===== config.mk =====
export PLATFORM = sky130hd
export DESIGN_NAME = q_loader
export DESIGN_NICKNAME = d
export VERILOG_FILES = /design/src/rtl/q_loader_pkg.sv /design/src/rtl/q_beat_assembler.sv /design/src/rtl/q_loader.sv
export SDC_FILE = /design/constraint.sdc
export NUM_CORES = 2
export LEC_CHECK = 0
export CORE_MARGIN = 5
export CORE_UTILIZATION = 50
export CTS_CLUSTER_DIAMETER = 50
export CTS_CLUSTER_SIZE = 25
export DETAILED_ROUTE_END_ITERATION = 7
export MAX_ROUTING_LAYER = met4
export PLACE_DENSITY_LB_ADDON = 0.05
export RECOVER_POWER = 100
export SYNTH_ARGS = -nofsm -noshare
export SYNTH_HDL_FRONTEND = slang
export SYNTH_SLANG_ARGS = --single-unit
export TNS_END_PERCENT = 30

===== constraint.sdc =====
create_clock -name clk -period 31.1 [get_ports clk]
set_clock_uncertainty 0.2 [all_clocks]
set_input_delay 9.33 -clock clk [delete_from_list [all_inputs] [get_ports clk]]
set_output_delay 9.33 -clock clk [all_outputs]
set_load 0.02 [all_outputs]

===== src/rtl/q_loader_pkg.sv =====
// Shared types and sizes for the Q-vector loader.
package q_loader_pkg;

    localparam int ELEM_W   = 8;
    localparam int HEAD_DIM = 64;
    localparam int VEC_W    = HEAD_DIM * ELEM_W;

    // One Q vector as a buffer row; element 0 sits in the LSBs
    typedef logic [VEC_W-1:0] Q_VECTOR_T;

    typedef enum logic [1:0] {
        ST_IDLE,
        ST_FETCH,
        ST_PAD,
        ST_DONE
    } loader_state_t;

endpackage


===== src/rtl/q_beat_assembler.sv =====
// Collects in-order memory beats into one Q vector and hands complete vectors
// (or zero pad rows) to a single output register with a valid/ready handshake.
module q_beat_assembler
    import q_loader_pkg::*;
#(
    parameter int MEM_W = 64
) (
    input  logic             clk,
    input  logic             rst,
    input  logic             beat_valid,
    input  logic [MEM_W-1:0] beat_data,
    input  logic             pad_req,
    input  logic             out_ready,
    output logic             asm_move,
    output logic             row_load,
    output logic             row_xfer,
    output logic             out_valid,
    output Q_VECTOR_T        out_data
);

    localparam int BEATS = VEC_W / MEM_W;
    localparam int BW    = (BEATS > 1) ? $clog2(BEATS) : 1;

    logic [BW-1:0] beat_cnt;
    Q_VECTOR_T     asm_data;
    Q_VECTOR_T     merged;
    logic          asm_full;
    logic          final_beat;
    logic          out_free;
    logic          pad_load;

    // Current assembly contents with the arriving beat dropped into its slot
    always_comb begin
        merged = asm_data;
        merged[int'(beat_cnt) * MEM_W +: MEM_W] = beat_data;
    end

    // Handshake decode: a finished vector moves out as soon as the output slot frees,
    // bypassing the assembly register when the final beat arrives into a free slot
    always_comb begin
        final_beat = beat_valid && (beat_cnt == BW'(BEATS - 1));
        row_xfer   = out_valid && out_ready;
        out_free   = !out_valid || out_ready;
        asm_move   = out_free && (asm_full || final_beat);
        pad_load   = out_free && pad_req && !asm_move;
        row_load   = asm_move || pad_load;
    end

    // Assembly register: beats fill low to high; full holds a vector waiting for the output slot
    always_ff @(posedge clk) begin
        if (rst) begin
            beat_cnt <= '0;
            asm_full <= 1'b0;
        end else begin
            if (beat_valid) begin
                asm_data <= merged;
                beat_cnt <= final_beat ? '0 : beat_cnt + BW'(1);
            end
            if (asm_move) begin
                asm_full <= 1'b0;
            end else if (final_beat) begin
                asm_full <= 1'b1;
            end
        end
    end

    // Output register: reloads in the same cycle its row is taken, so one row per cycle max
    always_ff @(posedge clk) begin
        if (rst) begin
            out_valid <= 1'b0;
            out_data  <= '0;
        end else if (asm_move) begin
            out_valid <= 1'b1;
            out_data  <= asm_full ? asm_data : merged;
        end else if (pad_load) begin
            out_valid <= 1'b1;
            out_data  <= '0;
        end else if (row_xfer) begin
            out_valid <= 1'b0;
        end
    end

endmodule


===== src/rtl/q_loader.sv =====
// Fetches num_vectors Q vectors as memory beats, writes them into the Q buffer
// one row at a time, and pads the last tile with zero rows to a NUM_ROWS boundary.
module q_loader
    import q_loader_pkg::*;
#(
    parameter int NUM_ROWS = 4,
    parameter int MEM_W    = 64,
    parameter int ADDR_W   = 32,
    parameter int MAX_OUT  = 4
) (
    input  logic              clk,
    input  logic              rst,
    input  logic              start,
    input  logic [ADDR_W-1:0] base_addr,
    input  logic [15:0]       num_vectors,
    output logic              busy,
    output logic              done,
    output logic              mem_req_valid,
    input  logic              mem_req_ready,
    output logic [ADDR_W-1:0] mem_req_addr,
    input  logic              mem_resp_valid,
    input  logic [MEM_W-1:0]  mem_resp_data,
    output logic              q_write_enable,
    input  logic              q_sram_ready,
    output Q_VECTOR_T         q_write_data
);

    localparam int BEATS = VEC_W / MEM_W;
    localparam int STEP  = MEM_W / 8;
    localparam int OW    = $clog2(MAX_OUT + 1);
    localparam int IW    = $clog2(BEATS + 1);
    localparam int TW    = (NUM_ROWS > 1) ? $clog2(NUM_ROWS) : 1;

    loader_state_t state;
    logic [ADDR_W-1:0] addr;
    logic [15:0]       num_vec;
    logic [15:0]       vec_iss;
    logic [15:0]       vec_cnt;
    logic [15:0]       rows_written;
    logic [IW-1:0]     iss_cnt;
    logic [IW-1:0]     issue_idx;
    logic [OW-1:0]     outstanding;
    logic [TW-1:0]     tile_cnt;
    logic              beat_valid;
    logic              req_fire;
    logic              last_issue;
    logic              pad_req;
    logic              asm_move;
    logic              row_load;
    logic              row_xfer;

    // Request gating: bounded outstanding, at most one vector being requested,
    // and nothing new while both the assembly and output registers are occupied
    always_comb begin
        beat_valid    = mem_resp_valid && (state == ST_FETCH);
        mem_req_valid = (state == ST_FETCH) && (outstanding < OW'(MAX_OUT)) &&
                        ((iss_cnt < IW'(BEATS)) || asm_move) && (vec_iss < num_vec);
        mem_req_addr  = addr;
        req_fire      = mem_req_valid && mem_req_ready;
        issue_idx     = asm_move ? '0 : iss_cnt;
        last_issue    = (issue_idx == IW'(BEATS - 1));
        pad_req       = (state == ST_PAD) && (tile_cnt != '0);
    end

    q_beat_assembler #(
        .MEM_W (MEM_W)
    ) u_asm (
        .clk        (clk),
        .rst        (rst),
        .beat_valid (beat_valid),
        .beat_data  (mem_resp_data),
        .pad_req    (pad_req),
        .out_ready  (q_sram_ready),
        .asm_move   (asm_move),
        .row_load   (row_load),
        .row_xfer   (row_xfer),
        .out_valid  (q_write_enable),
        .out_data   (q_write_data)
    );

    // Control FSM plus request, outstanding, tile and row bookkeeping
    always_ff @(posedge clk) begin
        if (rst) begin
            state        <= ST_IDLE;
            busy         <= 1'b0;
            done         <= 1'b0;
            addr         <= '0;
            num_vec      <= '0;
            vec_iss      <= '0;
            vec_cnt      <= '0;
            rows_written <= '0;
            iss_cnt      <= '0;
            outstanding  <= '0;
            tile_cnt     <= '0;
        end else begin
            done <= 1'b0;

            if (req_fire) begin
                addr <= addr + ADDR_W'(STEP);
                if (last_issue) begin
                    vec_iss <= vec_iss + 16'd1;
                end
            end

            // Beat issue count belongs to the vector in the assembly register
            if (asm_move) begin
                iss_cnt <= req_fire ? IW'(1) : '0;
            end else if (req_fire) begin
                iss_cnt <= iss_cnt + IW'(1);
            end

            case ({req_fire, beat_valid})
                2'b10:   outstanding <= outstanding + OW'(1);
                2'b01:   outstanding <= outstanding - OW'(1);
                default: outstanding <= outstanding;
            endcase

            // Position of the next loaded row inside its tile
            if (row_load) begin
                tile_cnt <= (tile_cnt == TW'(NUM_ROWS - 1)) ? '0 : tile_cnt + TW'(1);
            end

            if (row_xfer) begin
                rows_written <= rows_written + 16'd1;
                if (state == ST_FETCH) begin
                    vec_cnt <= vec_cnt + 16'd1;
                end
            end

            case (state)
                ST_IDLE: begin
                    if (start) begin
                        busy         <= 1'b1;
                        addr         <= base_addr;
                        num_vec      <= num_vectors;
                        vec_iss      <= '0;
                        vec_cnt      <= '0;
                        rows_written <= '0;
                        iss_cnt      <= '0;
                        outstanding  <= '0;
                        tile_cnt     <= '0;
                        state        <= (num_vectors == 16'd0) ? ST_DONE : ST_FETCH;
                    end
                end
                ST_FETCH: begin
                    if (row_xfer && (vec_cnt == num_vec - 16'd1)) begin
                        state <= (tile_cnt == '0) ? ST_DONE : ST_PAD;
                    end
                end
                ST_PAD: begin
                    if ((tile_cnt == '0) && (!q_write_enable || row_xfer)) begin
                        state <= ST_DONE;
                    end
                end
                ST_DONE: begin
                    done  <= 1'b1;
                    busy  <= 1'b0;
                    state <= ST_IDLE;
                end
                default: state <= ST_IDLE;
            endcase
        end
    end

endmodule

==> flow_summary.json <==
{
  "drt-initial-drc-count": 3657,
  "overflow": 0,
  "dpl.cell_count": 6620,
  "period_needed_ns": 23.85,
  "r2r_end": "u_asm.out_data[264]",
  "grt_pass1_wl_um": 238900,
  "clkSlewWorstSetupHoldPaths_ns": 0.06,
  "slowest_stage": "clkbuf_1",
  "dp_slack_ns": 9.239,
  "cp_max_fo": 167,
  "die_y_um": 325.1,
  "finalHoldViolations": 0,
  "min_from": "mem_req_addr[1]",
  "ir_drop_v": 0.00005928,
  "clkLatencyLatePin_ns": 0.74,
  "synthMuxAreaShare_pct": 8.214,
  "wl_per_cell_um": 23.39,
  "max_stage_delay_ns": 5.92,
  "outcome": "finished with violations",
  "cap_violations": 18,
  "cts_sinks": 1122,
  "die_x_um": 325.1,
  "synth_cell_types": 66,
  "grt_max_degree": 191,
  "rows": 115,
  "grt_use_total_pct": 29.93,
  "postSynth.asyncResetShare_pct": 0,
  "worst_pin_slew_ns": 10.35,
  "htreeDepth": 4,
  "synth_area_leaders": "edfxtp_1, dfxtp_1, mux2_2",
  "final_cells": 6874,
  "yosys.area.top_type_share_pct": 30.96,
  "crit_path_cell_trace": "dlygate4sd3_1 > nand2b_1 > nor2b_1 > clkbuf_1 > clkbuf_1 > clkbuf_1 > o211ai_1 > a21oi_1",
  "rsz0062_at_grt": "no",
  "slew_headroom_pct": -590.1,
  "start_util_pct": 50.45,
  "fmax_mhz": 41.93,
  "die_area_um2": 105700,
  "routabilityCongestion": 0.8547,
  "cts_setup_buffers": 0,
  "crit_path_end": "u_asm.out_data[264]",
  "cp.depth": 8,
  "synth-xor-area-share_pct": 1.270,
  "synth_top_family_by_area": "compound AO/OA/AOI/OAI gates",
  "vias": 39553,
  "required_ns": 31.52,
  "reg2reg_from": "u_asm.beat_cnt[0]",
  "io_buffers": 665,
  "cts_tree": "yes",
  "syn_to_final_growth_pct": 23.58,
  "yosys.area_share.simple_pct": 14.53,
  "grt_pass1_vias": 37398,
  "synthCells": 5040,
  "r2r_cells": 9,
  "cts_buffers": 139,
  "p_leak_nw": 23.14,
  "yosysSeqAreaShare_pct": 55.55,
  "synth_area_um2": 49660,
  "slew_violations": 1532,
  "critPathKind": "input pin to flop",
  "crit_top_cell": "clkbuf_1",
  "antenna_found_initial": 11,
  "holdCritPathClass": "flop to flop",
  "setup-tns-final_ns": 0,
  "fin_area_um2": 61370,
  "cts_buffer_depth": 3,
  "coreArea_um2": 98420,
  "finalWirelength_um": 160800,
  "nets": 5626,
  "fin_hold_ws_ns": 0.2484,
  "first_pass_iters": 6,
  "cp_top_family": "buffers and inverters",
  "hpwlAfterDp_um": 101000,
  "path_buf_inv": 4,
  "rrSetupSlack_ns": 15.27,
  "cts_resized": 0,
  "drive_above_1_share_pct": 11.50,
  "synth_ff_type": "dfxtp_1",
  "crit_path_end_kind": "flop",
  "placed_area_um2": 56880,
  "finalSetupViolations": 0,
  "cp-startpoint": "q_sram_ready",
  "yosysWarnings": 0,
  "fin_ws_ns": 7.253,
  "synth_edf_count": 512,
  "power_mw": 3.794,
  "power_density_nw_per_um2": 61.82,
  "violations": "capacitance limit, slew limit",
  "synth_fa_ha_area_share_pct": 0.8718,
  "fin_util_pct": 62.35,
  "avgSynthCellArea_um2": 9.852,
  "synth-compound-area-share_pct": 16.06,
  "arrival_ns": 24.27,
  "cts_root_buf": "clkbuf_16",
  "drc": 0,
  "pin_count": 666,
  "cts_hold_buffers": 0,
  "ys_ff_latch": 1122,
  "critical_path.startpoint_type": "input pin",
  "synth_top_area_cell": "edfxtp_1",
  "postRouteAntennaNets": 0,
  "period_share_pct": 76.68,
  "syn_nets": 5192,
  "avgViaCountPerCell": 5.754
}
[cell usage after synthesis (all sizes together) (2+ instances only)]
cell type  count
or2            7
or3b           2
nor2         514
nor4b          3
a2111oi        2
mux2i         10
a31oi          4
nand2b       134
nand4         21
a211o          3
a21oi        200
and4           7
a311oi         7
inv           41
nand3         21
and3          14
nand2        905
dfxtp        610
nor3          23
o211ai       128
and2           4
edfxtp       512
buf           50
ha            33
or4            2
clkbuf       365
xor2          27
o21ai        521
a21o           7
or3            7
nor3b          4
a211oi        23
xnor2         45
a2bb2oi       40
nor4          29
mux2         353
nor2b          4
a22oi        344
a21boi         2
[layout by cell type, fill, tap and decap left out, drive strengths merged, types with 7 or more instances in the layout]
master,n
and4,7
nand3,21
xor2,27
dfxtp,610
clkdlybuf4s50,52
clkinv,33
or3,7
a21o,7
a211oi,23
clkbuf,195
inv,53
mux2i,10
o211ai,128
buf,29
a21oi,200
mux2,353
and3,14
nor3,23
edfxtp,512
ha,33
nand2b,134
or2,7
nand4,21
dlygate4sd3,612
xnor2,45
a311oi,7
a2bb2oi,40
bufinv,10
a22oi,344
o21ai,521
nand2,905
clkinvlp,13
nor4,29
nor2,514
[logic make-up (layout without fill, tap and decap cells)]
family	Yosys count	in the layout
flops	1122	1122
other cells	0	6
fa+ha+maj	34	34
buf+inv	456	997
compound gates	1290	1290
mux	363	363
simple gates	1703	1703
xor+xnor	72	72
[worst reg2reg max path: stages, from the launching register on]
cell	delay (ns)
dfxtp_1	0.52
ha_1	0.36
ha_1	0.36
a31oi_1	0.20
nor2b_1	1.64
clkbuf_1	2.13
clkbuf_1	5.95
clkbuf_1	3.55
o211ai_1	0.53
a21oi_1	0.30
[state kept, by name (all words and copies together) (netlist names), 3 cells and up]
signal	count
u_asm.beat_cnt	3
num_vec	16
u_asm.asm_data	512
outstanding	3
iss_cnt	4
mem_req_addr	32
vec_iss	16
vec_cnt	16
u_asm.out_data	512
[power by group]
group	switching [mW]	internal [mW]
combinational	0.288	0.176
clock	0.641	0.977
sequential	0.0465	1.66
[worst min path at each step]
stage	end	slack, ns	cells past startpoint
after floorplan	outstanding[1]	0.25	2
after global placement	mem_req_addr[2]	0.24	2
after detailed placement	mem_req_addr[1]	0.25	2
after CTS	mem_req_addr[1]	0.25	2
after global routing	u_asm.out_data[60]	0.26	2
final	mem_req_addr[1]	0.25	2
[per-layer routing]
| layer | share of wire, % | global-route usage, % | wire, um |
|---|---|---|---|
| met1 | 43 | 38.80 | 68470 |
| met2 | 46 | 46.17 | 74620 |
| met3 | 7.4 | 7.307 | 11940 |
| met4 | 3.6 | 10.56 | 5788 |
| met5 | 0 | - | 0 |
[area by class of cell]
cell class | count | area [um2]
well taps | 1287 | 1610
repair buffers | 708 | 6945
diodes | 6 | 15.01
multi-input cells | 3462 | 20440
flip-flops and latches | 1122 | 27590
clock buffers | 180 | 3923
fillers | 8312 | 37050
clock inverters | 68 | 691.9
inverters | 41 | 153.9
Power figures use the tool's default switching activity.
